$ cat src/rtl/csa_stream_pkg.sv
// Shared types, state encodings and sizing helpers for the narrow-bus front/back end
// of the 64-bit carry-select adder.
package csa_stream_pkg;

  localparam int unsigned DefaultWordW = 16;

  typedef logic [1:0] state_t;

  localparam state_t LOAD_A = 2'd0;
  localparam state_t LOAD_B = 2'd1;
  localparam state_t ADD    = 2'd2;
  localparam state_t SEND   = 2'd3;

  function automatic int unsigned calc_nwords(input int unsigned word_w);
    return 64 / word_w;
  endfunction

  function automatic int unsigned calc_idx_w(input int unsigned word_w);
    return (64 / word_w > 1) ? $clog2(64 / word_w) : 1;
  endfunction

endpackage

$ cat src/rtl/csa_stream_64b_csa.sv
// 64-bit carry-select adder: four 16-bit blocks, each precomputing both carry-in cases.
module CSA_64b (
  input  logic [63:0] a,
  input  logic [63:0] b,
  input  logic        cin,
  output logic [63:0] sum,
  output logic        c_out
);

  localparam int unsigned BlkW = 16;
  localparam int unsigned NBlk = 4;

  logic [NBlk:0] carry;

  assign carry[0] = cin;

  for (genvar i = 0; i < NBlk; i++) begin : g_blk
    logic [BlkW:0] s0;
    logic [BlkW:0] s1;

    assign s0 = {1'b0, a[i*BlkW +: BlkW]} + {1'b0, b[i*BlkW +: BlkW]};
    assign s1 = {1'b0, a[i*BlkW +: BlkW]} + {1'b0, b[i*BlkW +: BlkW]} + (BlkW + 1)'(1);

    assign sum[i*BlkW +: BlkW] = carry[i] ? s1[BlkW-1:0] : s0[BlkW-1:0];
    assign carry[i+1]          = carry[i] ? s1[BlkW] : s0[BlkW];
  end

  assign c_out = carry[NBlk];

endmodule

$ cat src/rtl/csa_stream_64b.sv
// Loads two 64-bit operands as narrow words, adds them in one CSA_64b pass and
// streams the sum back out least-significant word first.
module csa_stream_64b
  import csa_stream_pkg::*;
#(
  parameter int unsigned WORD_W = DefaultWordW,
  parameter int unsigned NWORDS = calc_nwords(WORD_W)
) (
  input  logic              clk,
  input  logic              rst_n,
  input  logic              in_valid,
  output logic              in_ready,
  input  logic [WORD_W-1:0] in_data,
  input  logic              in_cin,
  output logic              out_valid,
  input  logic              out_ready,
  output logic [WORD_W-1:0] out_data,
  output logic              out_last,
  output logic              out_cout,
  output logic              busy
);

  localparam int unsigned     IdxW    = calc_idx_w(WORD_W);
  localparam logic [IdxW-1:0] IdxLast = IdxW'(NWORDS - 1);

  state_t            state_q, state_d;
  logic [IdxW-1:0]   idx_q, idx_d, idx_inc;
  logic [63:0]       a_q, a_d, b_q, b_d, sum_q, sum_d;
  logic              cin_q, cin_d, cout_q, cout_d;
  logic [WORD_W-1:0] out_data_q, out_data_d;
  logic [63:0]       add_sum;
  logic              add_cout;
  logic              in_fire, out_fire;

  CSA_64b u_csa (
    .a     (a_q),
    .b     (b_q),
    .cin   (cin_q),
    .sum   (add_sum),
    .c_out (add_cout)
  );

  assign in_ready  = (state_q == LOAD_A) || (state_q == LOAD_B);
  assign out_valid = (state_q == SEND);
  assign out_last  = out_valid && (idx_q == IdxLast);
  assign out_cout  = out_last & cout_q;
  assign out_data  = out_data_q;
  assign busy      = !((state_q == LOAD_A) && (idx_q == '0));

  assign in_fire = in_valid & in_ready;
  assign out_fire = out_valid & out_ready;
  // Counter is a power-of-two width, so the increment wraps to 0 after the last word.
  assign idx_inc = idx_q + IdxW'(1);

  always_comb begin
    state_d    = state_q;
    idx_d      = idx_q;
    a_d        = a_q;
    b_d        = b_q;
    cin_d      = cin_q;
    sum_d      = sum_q;
    cout_d     = cout_q;
    out_data_d = out_data_q;
    case (state_q)
      LOAD_A: begin
        if (in_fire) begin
          a_d[idx_q*WORD_W +: WORD_W] = in_data;
          if (idx_q == '0) cin_d = in_cin;
          idx_d = idx_inc;
          if (idx_q == IdxLast) state_d = LOAD_B;
        end
      end
      LOAD_B: begin
        if (in_fire) begin
          b_d[idx_q*WORD_W +: WORD_W] = in_data;
          idx_d = idx_inc;
          if (idx_q == IdxLast) state_d = ADD;
        end
      end
      ADD: begin
        sum_d      = add_sum;
        cout_d     = add_cout;
        out_data_d = add_sum[WORD_W-1:0];
        idx_d      = '0;
        state_d    = SEND;
      end
      SEND: begin
        if (out_fire) begin
          idx_d = idx_inc;
          if (idx_q == IdxLast) begin
            out_data_d = '0;
            state_d    = LOAD_A;
          end else begin
            out_data_d = sum_q[idx_inc*WORD_W +: WORD_W];
          end
        end
      end
      default: state_d = LOAD_A;
    endcase
  end

  always_ff @(posedge clk) begin
    if (!rst_n) begin
      state_q    <= LOAD_A;
      idx_q      <= '0;
      a_q        <= '0;
      b_q        <= '0;
      cin_q      <= 1'b0;
      sum_q      <= '0;
      cout_q     <= 1'b0;
      out_data_q <= '0;
    end else begin
      state_q    <= state_d;
      idx_q      <= idx_d;
      a_q        <= a_d;
      b_q        <= b_d;
      cin_q      <= cin_d;
      sum_q      <= sum_d;
      cout_q     <= cout_d;
      out_data_q <= out_data_d;
    end
  end

endmodule

$ cat config.mk
export PLATFORM = sky130hd
export DESIGN_NAME = csa_stream_64b
export DESIGN_NICKNAME = d
export VERILOG_FILES = /design/src/rtl/csa_stream_pkg.sv /design/src/rtl/csa_stream_64b_csa.sv /design/src/rtl/csa_stream_64b.sv
export SDC_FILE = /design/constraint.sdc
export NUM_CORES = 1
export LEC_CHECK = 0
export CAP_MARGIN = 20
export CORE_MARGIN = 2
export CORE_UTILIZATION = 60
export DETAILED_ROUTE_END_ITERATION = 10
export PLACE_DENSITY = 0.78
export SYNTH_ARGS = -nofsm -noshare
export SYNTH_HDL_FRONTEND = slang
export SYNTH_HIERARCHICAL = 1
export SYNTH_SLANG_ARGS = --single-unit
$ cat constraint.sdc
create_clock -name clk -period 13 [get_ports clk]
set_input_delay 1.95 -clock clk [delete_from_list [all_inputs] [get_ports clk]]
set_output_delay 1.95 -clock clk [all_outputs]
set_load 0.01 [all_outputs]
==> out/qor.txt, run 1 <==
Hold Path End = b_q[3]$_SDFFE_PN0P_
Setup TNS = 0 ns
DR WL/cell = 19.4 um
Yosys warning count = 6
P&R area growth vs syn = 8.87%
Initial antenna violation count = 0
Sw Share = 0.295
Number of synthesized flops with an enable pin = 0
Final Skew = 0.0180 ns
# Max-Cap Violations = 0
DRT antenna net count = 0
Hold Crit Class = reg2reg
Worst hold path depth = 2
RSZ-0062 raised after global routing = no
Worst r2r src = a_q[16]$_SDFFE_PN0P_
FMAX = 0.198 GHz
Power consumption = 1750 uW
Non-Filler Instances = 1,902
Largest cells by area after synthesis = dfxtp_1 (32%), ha_1 (7.1%), a21oi_1 (6.6%)
Placer Congestion = 0.919
Final period util = 0.389
Post-Syn Area = 13,300 sq um
Die W = 153 um
# rows = 54
Hold_sp = b_q[3]$_SDFFE_PN0P_
Tmin final = 5.05 ns
GR Overflow Total = 0
# diodes = 0
CTS tree = done
Clock power share = 0.408
Area share of the leading cell type in the synthesized netlist = 0.321
TritonCTS Buffers = 24
Die Ht = 153 um
Worst setup SP type = flop
P_leak = 0.00544 uW
Setup violations, final = 0
Core area = 21,800 sq um
Via-per-instance ratio = 6.37
Port Buffers = 41
Placed instance area = 13,600 sq um
Synth unique cells = 93
Ports = 42
Largest net degree at the start of global routing = 106
Nets = 1,707
Cells after DPL = 1,858
Drt first pass iters = 5
Least-Margin Pin Slew = 1.16 ns
Post-cts repair resize count = 0
Final Slew Violations = 0
Synthesized flop and latch total = 214
Final WL = 36,800 um
Layout cells sized above 1 = 0.0820
Syn Area/Cell = 8.11 sq um
Initial cell density of the core = 0.611
Pint = 1230 uW
Net Count, Synth = 1,745
R2r setup slk = 7.95 ns
VDD IR max = 0.120 mV
Sequential share of the synthesized area = 0.321
Vias in the first global route = 11,092
Setup Fix Bufs, Post-CTS = 0
Combinational share of power = 0.195
Worst-path fanout max = 14
CP Capture Type = flop
Power per cell area = 120 nW/um^2
# DRC = 0
Most frequent cells in the layout = nand2_1 (216), dfxtp_1 (214), a21oi_1 (176)
Reg2Reg Depth = 16
Max Root-Sink Buffers = 3
Sequential power share = 0.397
Slew margin rel. = 0.223
Final hold violations = 0
Crit path kind = reg2reg
Critical path arrival = 5.43 ns
Commonest non-fill, non-tap cell in the layout = nand2_1
Area leader, netlist = dfxtp_1
Detail Placement HPWL = 25,700 um
Post-synth top flop = dfxtp_1
Psw = 516 uW
Worst skew pair latency = 0.52 ns
Syn Inst Count = 1,644
FILL cells = 1,806
Clock sinks = 214
DIE AREA = 23,400 sq um
Post-cts hold buffer count = 0
Root buffer cell = clkbuf_16
Ys async rst share = 0
GRT Total Usage = 0.305
Design area = 14,500 sq um
CP required = 13.38 ns
First-pass GRT wire length = 58,700 um
Iter 0 DRT Violations = 975
RR Endpoint = sum_q[49]$_SDFFE_PN0P_
Via Count = 12,108
Status = completed
H-tree level count = 1
Worst-path clk slew = 0.06 ns
## cell usage after synthesis (all sizes together), types with 37 or more instances
cell type / n
dfxtp: 214
nand2: 217
xor2: 38
ha: 76
clkbuf: 59
nand3: 172
nor2: 110
mux2: 37
mux2i: 68
buf: 56
a21oi: 177
o21ai: 60
xnor2: 68
## metal layers
metal	wire length [um]	GRT usage	vias up
met5	0	0	-
met4	760	0.0736	0
met3	3220	0.0454	57
met2	16200	0.466	502
met1	16700	0.454	5803
li1	-	-	5746
## layout make-up
| cell class | count | area (sq um) | share of cell area |
|---|---|---|---|
| flip-flops and latches | 214 | 4280 | 0.295 |
| well taps | 280 | 350 | 0.0241 |
| clock inverters | 6 | 105 | 0.00724 |
| inverters | 26 | 103 | 0.00706 |
| repair buffers | 51 | 526 | 0.0362 |
| multi-input cells | 1289 | 8430 | 0.580 |
| clock buffers | 36 | 727 | 0.0501 |
## state kept, by name, summed over array words and instances, names as in the netlist
signal / flops
a_q: 64
b_q: 64
sum_q: 64
out_data: 16
idx_q: 2
state_q: 2
cin_q: 1
cout_q: 1
## stage by stage
stage	worst slack [ns]	utilization	hold slack, ns
5_1_grt	7.58	0.666	0.473
3_3_place_gp	8.09	0.625	0.442
3_5_place_dp	7.98	0.625	0.451
2_1_floorplan	8.80	-	0.436
4_1_cts	7.98	0.663	0.458
6_report	7.95	0.666	0.456
## how the worst max path moves through the flow
stage               slack [ns]                  from  depth (start not counted)                     end
floorplan                 8.80  a_q[16]$_SDFFE_PN0P_                         16  sum_q[41]$_SDFFE_PN0P_
global placement          8.09  a_q[16]$_SDFFE_PN0P_                         16  sum_q[49]$_SDFFE_PN0P_
detailed placement        7.98  a_q[16]$_SDFFE_PN0P_                         16  sum_q[49]$_SDFFE_PN0P_
CTS                       7.98  a_q[16]$_SDFFE_PN0P_                         16  sum_q[49]$_SDFFE_PN0P_
global route              7.58  a_q[32]$_SDFFE_PN0P_                         16  sum_q[49]$_SDFFE_PN0P_
finish                    7.95  a_q[16]$_SDFFE_PN0P_                         16  sum_q[49]$_SDFFE_PN0P_
## power by group through the flow
stage	clock, uW	sequential [uW]	combinational, uW
after detailed placement	0	708	329
final	714	695	341
after floorplan	0	703	241
after global routing	746	697	362
after global placement	0	707	317
after CTS	722	694	331
## worst max-delay path, cell delays in order (launching register included)
cell	delay (ns)
dfxtp_1	0.31
ha_1	0.24
fa_1	0.43
a211o_1	0.32
a21o_1	0.20
a2111oi_0	0.47
o31ai_1	0.16
a31o_2	0.28
xnor2_1	0.20
nor4_1	0.69
o21ai_4	0.22
mux2i_1	0.26
o21ai_4	0.46
nand2_2	0.13
mux2_1	0.34
mux2i_1	0.14
nor2_1	0.05
## cells by family after synthesis
logic type	share of synthesized area
buffers and inverters	0.0481
AO/OA/AOI/OAI	0.172
XOR/XNOR	0.0710
flip-flops	0.321
adder cells (fa/ha/maj)	0.0773
AND/OR/NAND/NOR	0.228
multiplexers	0.0825
(Power assumes the default switching activity.)
==> inputs of run 2 (changes only) <==
--- a/config.mk
+++ b/config.mk
@@ -7,7 +7,7 @@
 export LEC_CHECK = 0
 export CAP_MARGIN = 20
 export CORE_MARGIN = 2
-export CORE_UTILIZATION = 60
+export CORE_UTILIZATION = 57
 export DETAILED_ROUTE_END_ITERATION = 10
 export PLACE_DENSITY = 0.78
 export SYNTH_ARGS = -nofsm -noshare
==> constraint.sdc (replaced) <==
create_clock -name clk -period 4.2 [get_ports clk]
set_input_delay 0.63 -clock clk [delete_from_list [all_inputs] [get_ports clk]]
set_output_delay 0.63 -clock clk [all_outputs]
set_load 0.01 [all_outputs]
==> run 2 against run 1 <==
- power increased to 3.2 times the previous value
- first-iteration DRC count increased by 13%
- critical path depth increased by 2
- flip-flop and latch count unchanged
- sequential share of layout area decreased by 2.2 points
- fmax increased by 20%
- register-to-register slack got worse by 8.0 ns
- combinational power increased to 3.3 times the previous value
- wire length increased by 5.1%
- non-clock buffer count increased by 91
- the run now ends with negative setup slack left
==> out/qor.txt, run 2 (same netlist as run 1, synthesis figures left out) <==
FILL cells = 1,794 (-0.66%)
WP buf/inv = 3 (+3)
Tmin final = 4.21 ns (-0.842 ns)
Crit path cell chain = ha_1 > nand2_1 > o21bai_1 > or4_4 > o2bb2ai_2 > a311oi_1 > or4b_4 > buf_4 > nor4_4 > o21ai_4 > buf_12 > xnor2_4 > buf_6 > nand4_1 > or3_1 > xnor2_1 > mux2i_1 > nor2_1
Clock sinks = 214 (unchanged)
Drt first pass iters = 5 (unchanged)
Power per cell area = 351 nW/um^2 (+190%)
Initial cell density of the core = 0.586 (-0.0256)
CP required = 4.60 ns (-8.78 ns)
P&R area growth vs syn = 17.8%
Commonest non-fill, non-tap cell in the layout = nand2_1
Ports = 42 (unchanged)
Least-Margin Pin Slew = 0.909 ns (-0.255 ns)
Nets = 1,799 (+5.4%)
DRT antenna net count = 0 (unchanged)
Core area = 22,800 sq um (+4.4%)
CTS tree = done
Root buffer cell = clkbuf_16
Die W = 157 um (+2.5%)
Psw = 1630 uW (+220%)
Worst skew pair latency = 0.54 ns (+0.02 ns)
Failing checks = negative setup slack
DIE AREA = 24,600 sq um (+5.1%)
Setup ws final = -0.00934 ns (-7.96 ns)
Clock power share = 0.409 (about the same)
Status = complete, but fails checks
Slew margin rel. = 0.378 (+0.155)
CP Capture Type = flop
CP Depth = 18 (+2)
Post-cts hold buffer count = 0 (unchanged)
# DRC = 0 (unchanged)
Layout cells sized above 1 = 0.168 (+0.0864)
# rows = 55 (+1.9%)
Pint = 3890 uW (+220%)
Final Slew Violations = 0 (unchanged)
Worst setup SP type = flop
Final WL = 38,700 um (+5.1%)
Storage element area = 4300 sq um (+0.26%)
Detail Placement HPWL = 26,100 um (+1.3%)
GR Overflow Total = 0 (unchanged)
Largest net degree at the start of global routing = 90 (-15%)
CP top delay family = simple AND/OR/NAND/NOR gates
RSZ-0062 raised after global routing = yes
Worst hold path depth = 2 (unchanged)
Placer Congestion = 0.906 (-1.5%)
Reg2Reg Depth = 18 (+2)
P_leak = 0.00599 uW (+10%)
Critical path arrival = 4.61 ns (-0.82 ns)
Sw Share = 0.296 (+0.000465)
DR WL/cell = 19.1 um (-1.5%)
Initial antenna violation count = 0 (unchanged)
VDD IR max = 0.320 mV (+170%)
Sequential power share = 0.389 (-0.008)
Final hold violations = 0 (unchanged)
TritonCTS Buffers = 25 (+4.2%)
Final period util = 1.00 (+0.614)
Iter 0 DRT Violations = 1,100 (+13%)
First-pass GRT wire length = 59,500 um (+1.3%)
FMAX = 0.238 GHz (+20%)
Critical Path Max Stage Delay = 0.55 ns (-0.14 ns)
Worst-path clk slew = 0.06 ns (about the same)
Most frequent cells in the layout = nand2_1 (216), dfxtp_1 (205), a21oi_1 (172)
Crit path max-delay cell type = or4b_4
Via-per-instance ratio = 6.17 (-3.1%)
Die Ht = 157 um (+2.5%)
Worst-path fanout max = 4 (-10)
Setup violations, final = 1 (+1)
Vias in the first global route = 11,384 (+2.6%)
Via Count = 12,514 (+3.4%)
H-tree level count = 1 (unchanged)
Crit path kind = reg2reg
Port Buffers = 41 (unchanged)
Combinational share of power = 0.202 (+0.007)
Cells after DPL = 1,964 (+5.7%)
Top flop regs = a_q x64, b_q x64, sum_q x64
# Max-Cap Violations = 0 (unchanged)
Hold Crit Class = reg2reg
GRT Total Usage = 0.301 (-0.00429)
Area of the multi-input gates = 8820 sq um (+4.6%)
Final Skew = 0.0177 ns (-0.000327 ns)
Hold Slack = 0.458 ns (+0.00231 ns)
Max Root-Sink Buffers = 3 (unchanged)
Non-Filler Instances = 2,029 (+6.7%)
# diodes = 0 (unchanged)
-- run 2: cell types whose count changed in the layout (fill, tap and decap cells not counted), moves of 4 or more --
cell,before,now
ha_1,75,67
nand3_1,164,159
buf_4,7,91
ha_4,1,5
dfxtp_2,0,9
buf_6,0,4
dfxtp_1,214,205
a21oi_1,176,172
ha_2,0,4
xnor2_2,0,5
a211oi_1,8,4
xnor2_1,67,62
-- run 2: metal layers --
| layer | track usage | vias up | share of wire |
|---|---|---|---|
| li1 | - | 5933 | - |
| met1 | 0.434 | 5976 | 0.44 |
| met2 | 0.460 | 522 | 0.45 |
| met3 | 0.0394 | 83 | 0.083 |
| met4 | 0.106 | 0 | 0.031 |
| met5 | 0 | - | 0 |
-- run 2: worst reg2reg max path: stages, from the launching register on --
cell,delay (ns)
dfxtp_1,0.32
ha_1,0.32
nand2_1,0.19
o21bai_1,0.14
or4_4,0.49
o2bb2ai_2,0.15
a311oi_1,0.10
or4b_4,0.55
buf_4,0.17
nor4_4,0.28
o21ai_4,0.09
buf_12,0.14
xnor2_4,0.17
buf_6,0.13
nand4_1,0.16
or3_1,0.38
xnor2_1,0.13
mux2i_1,0.14
nor2_1,0.05
-- run 2: timing repair --
action | 4_1_cts | 5_1_grt
pin swaps | 10 | 30
resized for setup | 18 | 66
cloned | 0 | 1
buffers inserted | 9 | 12
endpoints found under the setup margin | 6 | 37
-- run 2: final cells by class --
cell class,count,share of cell area
clock buffer,36,0.0462
clock inverter,9,0.00836
inverter,26,0.00653
multi-input combinational,1289,0.561
sequential,214,0.273
tap,313,0.0249
timing repair buffer,142,0.0798
-- run 2: worst paths after layout --
path	startpoint	end	slack (ns)
setup / recovery	a_q[9]$_SDFFE_PN0P_	sum_q[41]$_SDFFE_PN0P_	-0.009
hold / removal	a_q[19]$_SDFFE_PN0P_	a_q[19]$_SDFFE_PN0P_	0.46
setup reg to reg	a_q[9]$_SDFFE_PN0P_	sum_q[41]$_SDFFE_PN0P_	-0.009
hold reg to reg	a_q[19]$_SDFFE_PN0P_	a_q[19]$_SDFFE_PN0P_	0.46
-- run 2: stage by stage --
step | setup slack (ns) | utilization | total power (uW) | instance area (sq um) | TNS [ns]
finish | -0.00934 | 0.690 | 5520 | 15700 | -0.00934
global route | -0.142 | 0.690 | 5700 | 15700 | -1.47
CTS | 0.00275 | 0.670 | 5490 | 15300 | 0
detailed placement | -0.0472 | 0.626 | 3230 | 14300 | -0.143
global placement | 0.0217 | 0.626 | 3210 | 14300 | 0
floorplan | 0.0798 | - | 2920 | 13300 | 0
-- run 2: power by group through the flow --
| stage | Combinational [uW] | Sequential [uW] | Clock [uW] |
|---|---|---|---|
| final | 1120 | 2150 | 2260 |
| after global routing | 1190 | 2160 | 2350 |
| after CTS | 1070 | 2150 | 2270 |
| after detailed placement | 1040 | 2190 | 0 |
| after global placement | 1020 | 2180 | 0 |
| after floorplan | 747 | 2180 | 0 |
==> inputs of run 3 (changes only) <==
--- a/config.mk
+++ b/config.mk
@@ -14,3 +14,4 @@
 export SYNTH_HDL_FRONTEND = slang
 export SYNTH_HIERARCHICAL = 1
 export SYNTH_SLANG_ARGS = --single-unit
+export TNS_END_PERCENT = 50
==> run 3 against run 2 <==
- critical path type unchanged
- setup slack improved by 0.025 ns
- largest cell class unchanged
- clock skew is essentially flat
- via count is 0.54% higher
- die area unchanged
- the flow now finishes without violations
- highest routed layer unchanged
- largest power group unchanged
- count of clock-buffer cells in the layout unchanged
- utilization fell by 0.055 points
==> out/qor.txt, run 3 (same netlist as run 1, synthesis figures left out) <==
Power consumption = 5530 uW (about the same)
GRT Total Usage = 0.301 (unchanged)
Final period util = 0.996 (-0.00589)
Worst setup SP type = flop
Largest net degree at the start of global routing = 90 (unchanged)
Sequential power share = 0.389 (about the same)
Crit path max-delay cell type = or4b_4
Final WL = 38,800 um (+0.16%)
Sw Share = 0.296 (+0.000465)
DR WL/cell = 19.1 um (+0.16%)
Via-per-instance ratio = 6.20 (+0.54%)
Nets = 1,799 (unchanged)
DIE AREA = 24,600 sq um (unchanged)
# diodes = 0 (unchanged)
TritonCTS Buffers = 25 (unchanged)
RSZ-0062 raised after global routing = yes
Pint = 3890 uW (about the same)
Top flop regs = a_q x64, b_q x64, sum_q x64
Power per cell area = 352 nW/um^2 (+0.16%)
Critical Path Max Stage Delay = 0.55 ns (about the same)
FMAX = 0.239 GHz (+0.59%)
Least-Margin Pin Slew = 1.02 ns (+0.107 ns)
Die Ht = 157 um (unchanged)
Crit path kind = reg2reg
# Max-Cap Violations = 0 (unchanged)
Psw = 1640 uW (+0.23%)
Worst-path fanout max = 4 (unchanged)
Placed instance area = 14,300 sq um (unchanged)
Commonest non-fill, non-tap cell in the layout = nand2_1
Clock sinks = 214 (unchanged)
Hold_sp = a_q[19]$_SDFFE_PN0P_
Critical path arrival = 4.59 ns (-0.02 ns)
# rows = 55 (unchanged)
Setup violations, final = 0 (-1)
Initial cell density of the core = 0.586 (unchanged)
Worst r2r src = a_q[4]$_SDFFE_PN0P_
Port Buffers = 41 (unchanged)
H-tree level count = 1 (unchanged)
Most frequent cells in the layout = nand2_1 (216), dfxtp_1 (205), a21oi_1 (172)
Worst-path clk slew = 0.06 ns (about the same)
Core area = 22,800 sq um (unchanged)
Slew margin rel. = 0.305 (-0.0735)
Initial antenna violation count = 0 (unchanged)
Final hold violations = 0 (unchanged)
Design area = 15,700 sq um (about the same)
CTS tree = done
Placer Congestion = 0.906 (unchanged)
Via Count = 12,581 (+0.54%)
Hold Crit Class = reg2reg
Drt first pass iters = 6 (+1)
GR Overflow Total = 0 (unchanged)
FILL cells = 1,798 (+0.22%)
Final Skew = 0.0178 ns (+0.0000861 ns)
Worst skew pair latency = 0.53 ns (about the same)
# DRC = 0 (unchanged)
Ports = 42 (unchanged)
Reg2Reg Depth = 19 (+1)
Final Slew Violations = 0 (unchanged)
Worst hold path depth = 2 (unchanged)
Vias in the first global route = 11,384 (unchanged)
DRT antenna net count = 0 (unchanged)
CP startpoint = a_q[4]$_SDFFE_PN0P_
Crit path cell chain = ha_2 > and3_4 > a22oi_2 > buf_6 > buf_4 > a211oi_4 > a311oi_1 > or4b_4 > buf_4 > nor4_4 > o21ai_4 > buf_12 > xnor2_4 > buf_6 > nand4_1 > or3_1 > xnor2_1 > mux2i_1 > nor2_1
Clock power share = 0.408 (about the same)
Tmin final = 4.18 ns (-0.0248 ns)
Die W = 157 um (unchanged)
First-pass GRT wire length = 59,500 um (unchanged)
Combinational share of power = 0.202 (about the same)
Post-cts hold buffer count = 0 (unchanged)
Root buffer cell = clkbuf_16
VDD IR max = 0.321 mV (+0.23%)
Setup TNS = 0 ns (+0.00934 ns)
Detail Placement HPWL = 26,100 um (unchanged)
Layout cells sized above 1 = 0.167 (-0.00117)
Hold Slack = 0.458 ns (-0.000236 ns)
Iter 0 DRT Violations = 1,113 (+1.2%)
P&R area growth vs syn = 17.7% (about the same)
CP required = 4.61 ns (about the same)
P_leak = 0.00598 uW (about the same)
Post-layout util = 0.690 (about the same)
Max Root-Sink Buffers = 3 (unchanged)
Status = completed
CP Capture Type = flop
## run 3: cell counts in the layout (fill, tap and decap cells not counted)
Identical to the previous run, type by type.
## run 3: worst max-delay path: cells and delay by family, from the launching register on
family / cells / cell delay, ns
adder cells (fa/ha/maj): 1 / 0.35
XOR/XNOR: 2 / 0.29
AND/OR/NAND/NOR: 6 / 1.60
flip-flops: 1 / 0.32
multiplexers: 1 / 0.14
AO/OA/AOI/OAI: 4 / 0.67
buffers and inverters: 5 / 0.69
## run 3: power by group through the flow
stage                     clock, uW  combinational (uW)  sequential [uW]
after floorplan                   0                 747             2180
after global placement            0                1020             2180
after detailed placement          0                1040             2190
after CTS                      2270                1070             2150
after global routing           2350                1190             2160
final                          2260                1120             2150
## run 3: through the flow
stage	setup WS (ns)	instances
2_1_floorplan	0.0798	1644
3_3_place_gp	0.0217	1964
3_5_place_dp	-0.0472	1964
4_1_cts	0.00275	2018
5_1_grt	-0.168	2029
6_report	0.0154	2029
## run 3: what timing repair did
item | 4_1_cts | 5_1_grt
resized for setup | 18 | 64
endpoints found under the setup margin | 6 | 37
setup buffers | 9 | 11
gates cloned | 0 | 1
pin swaps | 10 | 28
## run 3: final timing paths
| check | endpoint | slack (ns) |
|---|---|---|
| max | sum_q[41]$_SDFFE_PN0P_ | 0.02 |
| min | a_q[19]$_SDFFE_PN0P_ | 0.46 |
| max reg2reg | sum_q[41]$_SDFFE_PN0P_ | 0.02 |
| min reg2reg | a_q[19]$_SDFFE_PN0P_ | 0.46 |
## run 3: area by class of cell
| cell class | instances | area [sq um] | area share |
|---|---|---|---|
| clock buffer | 36 | 727 | 0.0463 |
| clock inverter | 9 | 131 | 0.00836 |
| inverter | 26 | 103 | 0.00653 |
| multi-input combinational | 1289 | 8810 | 0.561 |
| sequential | 214 | 4300 | 0.273 |
| tap | 313 | 392 | 0.0249 |
| timing repair buffer | 142 | 1250 | 0.0798 |
## run 3: layer usage
| metal | global-route usage | part of all wire | vias to the layer above |
|---|---|---|---|
| met5 | 0 | 0 | - |
| met4 | 0.106 | 0.031 | 0 |
| li1 | - | - | 5929 |
| met1 | 0.434 | 0.44 | 6007 |
| met2 | 0.460 | 0.44 | 559 |
| met3 | 0.0394 | 0.089 | 86 |
